### src/rtl/doa_pkg.sv
// Shared DOA datapath widths and the frame-control state type.
package doa_pkg;
  localparam int unsigned DOA_NCH    = 4;
  localparam int unsigned DOA_PROD_W = 25;
  localparam int unsigned DOA_ACC_W  = 32;
  localparam int unsigned DOA_CNT_W  = 16;

  typedef enum logic {
    FRAME_IDLE  = 1'b0,
    FRAME_ACCUM = 1'b1
  } frame_state_e;
endpackage

### src/rtl/accum_lane.sv
// One correlation channel: sign-extend, load-or-add, optional clamp and sticky sat.
// Saturating arithmetic and the sat flag are built only with ACCUM_SAT_EN defined.
module accum_lane
  import doa_pkg::*;
#(
  parameter int unsigned IN_W  = DOA_PROD_W,
  parameter int unsigned ACC_W = DOA_ACC_W
) (
  input  logic             i_clk,
  input  logic             i_rst,
  input  logic             i_en,
  input  logic             i_first,
  input  logic [IN_W-1:0]  i_x,
  output logic [ACC_W-1:0] o_sum_c
`ifdef ACCUM_SAT_EN
  ,
  output logic             o_sat_c
`endif
);

  logic [ACC_W-1:0] acc;
  logic [ACC_W-1:0] ext;
  logic [ACC_W-1:0] raw;

  assign ext = ACC_W'($signed(i_x));
  assign raw = acc + ext;

`ifdef ACCUM_SAT_EN
  localparam logic [ACC_W-1:0] MAX_POS = {1'b0, {(ACC_W-1){1'b1}}};
  localparam logic [ACC_W-1:0] MIN_NEG = {1'b1, {(ACC_W-1){1'b0}}};

  logic ovf;
  logic sat;

  // Overflow only possible when both operands share a sign and the result flips it.
  assign ovf = !i_first && (acc[ACC_W-1] == ext[ACC_W-1]) && (raw[ACC_W-1] != acc[ACC_W-1]);

  always_comb begin
    o_sum_c = raw;
    if (i_first)  o_sum_c = ext;
    else if (ovf) o_sum_c = acc[ACC_W-1] ? MIN_NEG : MAX_POS;
  end

  assign o_sat_c = ovf | (!i_first & sat);

  always_ff @(posedge i_clk) begin
    if (i_rst)     sat <= 1'b0;
    else if (i_en) sat <= o_sat_c;
  end
`else
  assign o_sum_c = i_first ? ext : raw;
`endif

  always_ff @(posedge i_clk) begin
    if (i_rst)     acc <= '0;
    else if (i_en) acc <= o_sum_c;
  end

endmodule

### src/rtl/corr_accum_mc.sv
// Multi-channel per-frame correlation accumulator with count, valid/ready output and overrun.
// Optional per-channel saturation enabled by defining ACCUM_SAT_EN.
module corr_accum_mc
  import doa_pkg::*;
#(
  parameter int unsigned NCH   = DOA_NCH,
  parameter int unsigned IN_W  = DOA_PROD_W,
  parameter int unsigned ACC_W = DOA_ACC_W,
  parameter int unsigned CNT_W = DOA_CNT_W
) (
  input  logic                 i_clk,
  input  logic                 i_rst,
  input  logic [NCH*IN_W-1:0]  i_data,
  input  logic                 i_valid,
  input  logic                 i_last,
  input  logic                 i_clear,
  output logic [NCH*ACC_W-1:0] o_accum,
  output logic [CNT_W-1:0]     o_count,
  output logic                 o_valid,
  input  logic                 i_ready,
  output logic                 o_overrun,
  output logic [NCH-1:0]       o_sat
);

  frame_state_e state, state_nxt;

  logic                 first;
  logic                 beat;
  logic                 done;
  logic                 drain;
  logic                 load;
  logic [CNT_W-1:0]     cnt;
  logic [CNT_W-1:0]     cnt_c;
  logic [NCH*ACC_W-1:0] sum_c;

  assign first = (state == FRAME_IDLE);
  assign beat  = i_valid & ~i_clear;
  assign done  = beat & i_last;
  assign drain = o_valid & i_ready;
  assign load  = done & (~o_valid | i_ready);

  always_ff @(posedge i_clk) begin
    if (i_rst) state <= FRAME_IDLE;
    else       state <= state_nxt;
  end

  always_comb begin
    state_nxt = state;
    if (i_clear)   state_nxt = FRAME_IDLE;
    else if (beat) state_nxt = i_last ? FRAME_IDLE : FRAME_ACCUM;
  end

  // Sample count including the current beat; sticks at all-ones.
  assign cnt_c = first ? CNT_W'(1) : ((&cnt) ? cnt : cnt + CNT_W'(1));

  always_ff @(posedge i_clk) begin
    if (i_rst)     cnt <= '0;
    else if (beat) cnt <= cnt_c;
  end

`ifdef ACCUM_SAT_EN
  logic [NCH-1:0] sat_c;
`endif

  for (genvar k = 0; k < NCH; k++) begin : g_lane
    accum_lane #(
      .IN_W  (IN_W),
      .ACC_W (ACC_W)
    ) u_lane (
      .i_clk   (i_clk),
      .i_rst   (i_rst),
      .i_en    (beat),
      .i_first (first),
      .i_x     (i_data[k*IN_W +: IN_W]),
      .o_sum_c (sum_c[k*ACC_W +: ACC_W])
`ifdef ACCUM_SAT_EN
      ,
      .o_sat_c (sat_c[k])
`endif
    );
  end

  // Output register: a completing frame loads only when the slot is free or draining.
  always_ff @(posedge i_clk) begin
    if (i_rst) begin
      o_accum   <= '0;
      o_count   <= '0;
      o_valid   <= 1'b0;
      o_overrun <= 1'b0;
    end else begin
      if (load) begin
        o_accum <= sum_c;
        o_count <= cnt_c;
        o_valid <= 1'b1;
      end else if (drain) begin
        o_valid <= 1'b0;
      end
      if (done && !load) o_overrun <= 1'b1;
    end
  end

`ifdef ACCUM_SAT_EN
  always_ff @(posedge i_clk) begin
    if (i_rst)     o_sat <= '0;
    else if (load) o_sat <= sat_c;
  end
`else
  assign o_sat = '0;
`endif

endmodule

### config.mk
export PLATFORM = sky130hd
export DESIGN_NAME = corr_accum_mc
export DESIGN_NICKNAME = d
export VERILOG_FILES = /design/src/rtl/doa_pkg.sv /design/src/rtl/accum_lane.sv /design/src/rtl/corr_accum_mc.sv
export SDC_FILE = /design/constraint.sdc
export NUM_CORES = 1
export LEC_CHECK = 0
export CORE_UTILIZATION = 35
export DETAILED_ROUTE_END_ITERATION = 8
export PLACE_DENSITY_LB_ADDON = 0.15
export SLEW_MARGIN = 20
export SYNTH_ARGS = -nofsm -noshare
export SYNTH_HDL_FRONTEND = slang
export SYNTH_SLANG_ARGS = --single-unit
### constraint.sdc
create_clock -name i_clk -period 3.83 [get_ports i_clk]
set_input_delay 0.766 -clock i_clk [delete_from_list [all_inputs] [get_ports i_clk]]
set_output_delay 0.766 -clock i_clk [all_outputs]
set_load 0.05 [all_outputs]
==> impl_results.md <==
- Gr usage total: ~20%
- Fin nets: about 2,700
- Dpl cell area: ~21,000 µm²
- Worst setup startpoint: i_data[0]
- Drt pass-1 iters: 5
- Grt ovf: 0
- First-pass GRT wire length: 84.5 mm
- Die Y: approximately 230 µm
- Fillers: 5,026
- Distinct cell type count after synthesis: 94
- Detailed-route via count: between 15,000 and 20,000
- Avg Vias per Cell: around 5.3
- Critical Path AT: between 4000 and 5000 ps
- Vias in the first global route: ~16,000
- Adder and majority gate portion of the synthesized area: 9.10%
- Most common cell after layout, fill and taps aside: nor2_1
- Std-Cell Rows: 82
- Worst hold path class: reg2reg
- WL/cell: approximately 17 µm
- Worst r2r src: g_lane[0].u_lane.acc[0]$_SDFFE_PP0P_
- Hold Violations, Final: 0
- Worst R2R Setup Slack: around 580 ps
- Die area: between 50,000 and 60,000 µm²
- Clock transition at path regs: approximately 60 ps
- Compound-Gate Fraction of Synth Area: between 20% and 30%
- Area Growth Syn to Fin: 25.7%
- Clock Latency Late Sink: between 500 and 600 ps
- Hold buffers post-CTS: 0
- Post-Synth Simple-Gate Area: between 10% and 20%
- Post-cts sizing count: 0
- Worst Max-Slew Pin Slew: slightly below 800 ps
- Slew Limit Fails: 0
- Pre-CTS WS: -318 ps
- Multiplexer area fraction after synthesis: between 4 and 5%
- TritonCTS Buffers: 36
- Worst reg2reg path depth: 12
- Remaining DRCs: 0
- F_max: 276 MHz
- Synth warn: 0
- Initial antenna violation count: 0
- First-iteration detailed-routing DRC count: about 890
- Non-filler cells, final: 3,128
- Total Wirelength: around 52 mm
- Main flop type after synthesis: dfxtp_1
- Setup crit start kind: input port
- Setup ws final: 208 ps
- Starting Density: a little over a third
- Syn Area/Cell: 8.24 µm²
- Ports: 256
- Final core utilization: 45.0%
- Final min period: ~3600 ps
- Area leader, netlist: dfxtp_1
- Required @ worst endpoint: approximately 4300 ps
- Post-Place Cells: just over 3,000
- CTS tree: built
- Worst Setup EP: g_lane[0].u_lane.acc[26]$_SDFFE_PP0P_
- CTS max path bufs: 3
- Synth Instances: 2,192
- Maximum fanout along the worst path: 4
- Post-synth EDFFs: 0
- Synthesized area: 18,100 µm²
- Top area cells in the synthesized netlist: dfxtp_1, a211oi_1, ha_1
- RSZ-0062 raised after global routing: false
- Critical path type: in2reg
- Design Area, Final: approximately 23,000 µm²
- Max cap viols: 0
- DRT antenna net count: 0
- Post-Synth XOR/XNOR Area: 5.63%
- Clock Tree Root: clkbuf_16
- Core Footprint: 50,500 µm²
- CTS H-tree lvls: 2
- Synth Register Bits: 291
- Status: finished clean
- Final period util: 94.6%
- Power per cell area: ~400 nW/µm²
- Final setup vio count: 0
- Die W: 229 µm
- Reg-to-Reg End: g_lane[0].u_lane.acc[26]$_SDFFE_PP0P_
- Post-CTS setup buffer count: 0
- Layout cell share with drive strength beyond 1: ~8%
- Critical path endpoint category: flip-flop
- # clock sinks: 291
- Post-DP HPWL: roughly 37 mm
- Max VDD drop: 325 µV
- Synth async-reset ratio: 0%
- Slew HR: between 40% and 50%
- Routability cong.: between 0.8 and 0.9
- Yosys top cell area share: 32.3%
- IO Port Bufs: 251
- Leak Pwr: 8.87 nW
- Largest net degree at the start of global routing: between 100 and 150
- Layout Skew: 25.6 ps
- Seq/Total Area, Yosys: ~32%
- Commonest cells after routing, fill and taps aside: nor2_1, dfxtp_1, clkdlybuf4s50_1
- Antenna Diode Count: 0
- Main combinational cell family by area after synthesis: compound AO/OA/AOI/OAI gates
## through the flow
| step | total power, W | hold slack [ps] | TNS (ps) |
|---|---|---|---|
| after floorplan | 0.00490 | 440 | 0 |
| after global placement | 0.00555 | 447 | -3290 |
| after detailed placement | 0.00558 | 450 | -4640 |
| after CTS | 0.00921 | 459 | 0 |
| after global routing | 0.00957 | 476 | 0 |
| final | 0.00909 | 454 | 0 |
## power by group
group / internal, W / switching (W) / total [W]
sequential: 0.00319 / 0.0000951 / 0.00328
clock: 0.00215 / 0.00142 / 0.00357
combinational: 0.000930 / 0.00131 / 0.00224
total: 0.00627 / 0.00282 / 0.00909
## flip-flops by register name, summed over array words and instances (netlist names)
signal	flops
o_accum	128
g_lane.u_lane.acc	128
o_overrun	1
o_valid	1
cnt	16
o_count	16
state	1
## worst min-delay path by stage
stage                                                from                                    end  slack, ps  depth (start not counted)
floorplan           g_lane[0].u_lane.acc[20]$_SDFFE_PP0P_  g_lane[0].u_lane.acc[20]$_SDFFE_PP0P_        440                          2
global placement     g_lane[3].u_lane.acc[2]$_SDFFE_PP0P_   g_lane[3].u_lane.acc[2]$_SDFFE_PP0P_        450                          2
detailed placement               o_accum[46]$_SDFFE_PP0P_               o_accum[46]$_SDFFE_PP0P_        450                          2
CTS                              o_accum[46]$_SDFFE_PP0P_               o_accum[46]$_SDFFE_PP0P_        460                          2
global route                    o_accum[103]$_SDFFE_PP0P_              o_accum[103]$_SDFFE_PP0P_        480                          2
finish                           o_accum[39]$_SDFFE_PP0P_               o_accum[39]$_SDFFE_PP0P_        450                          2
## synthesized netlist by cell type, types with 6 or more instances
cell         n
nor3_1      37
o211ai_1    24
mux2i_1     74
a21o_1      72
o21a_1      14
a31oi_1     20
o21ai_1     15
a2111oi_0    6
clkbuf_1   110
a211oi_1   210
or3_1        9
o31ai_1      9
buf_4        8
nor2b_1     16
xnor2_1     72
and3_1      20
inv_1       30
o21ai_0     51
ha_1       125
dfxtp_1    291
nor2_1     323
clkbuf_8     7
nand2b_1    13
o21bai_1    13
nand3_1     41
nand4_1     17
xor2_1      44
nand2_1    164
buf_2        6
a21oi_1    193
and2_1      13
a311oi_1    16
buf_6        7
## per-layer routing
layer / wire length [µm] / global-route usage, % / part of all wire (%) / vias to the layer above
li1: - / - / - / 8505
met1: 26200 / 27.2 / 50 / 7828
met2: 22800 / 30.8 / 44 / 306
met3: 2040 / 2.70 / 3.9 / 66
met4: 1070 / 5.73 / 2.1 / 0
met5: 0 / 0 / 0 / -
## final cells by class
cell class / instances / area, µm² / area share (%)
well taps: 672 / 841 / 3.70
clock buffers: 52 / 1030 / 4.55
flip-flops and latches: 291 / 5830 / 25.7
clock inverters: 14 / 185 / 0.816
multi-input cells: 1729 / 11400 / 50.4
inverters: 31 / 116 / 0.513
repair buffers: 339 / 3250 / 14.3
## worst max-delay path, stage by stage
cell	delay, ps
clkdlybuf4s50_1	440
ha_1	270
fa_1	440
a21oi_1	180
o221ai_1	230
o211ai_1	400
o211ai_2	140
o31ai_2	280
o21a_1	260
o21bai_1	110
xnor2_1	170
nand2_1	90
a311oi_1	280
## logic make-up (layout without fill, tap and decap cells)
kind of cell,Yosys count,after routing
AOI/OAI and AO/OA,718,718
xor gates and xnor gates,116,116
adders and majority gates,129,129
and+or+nand+nor,681,681
other,1,4
muxes,81,81
buffers and inverters,175,436
DFF,291,291
(Power assumes the default switching activity.)
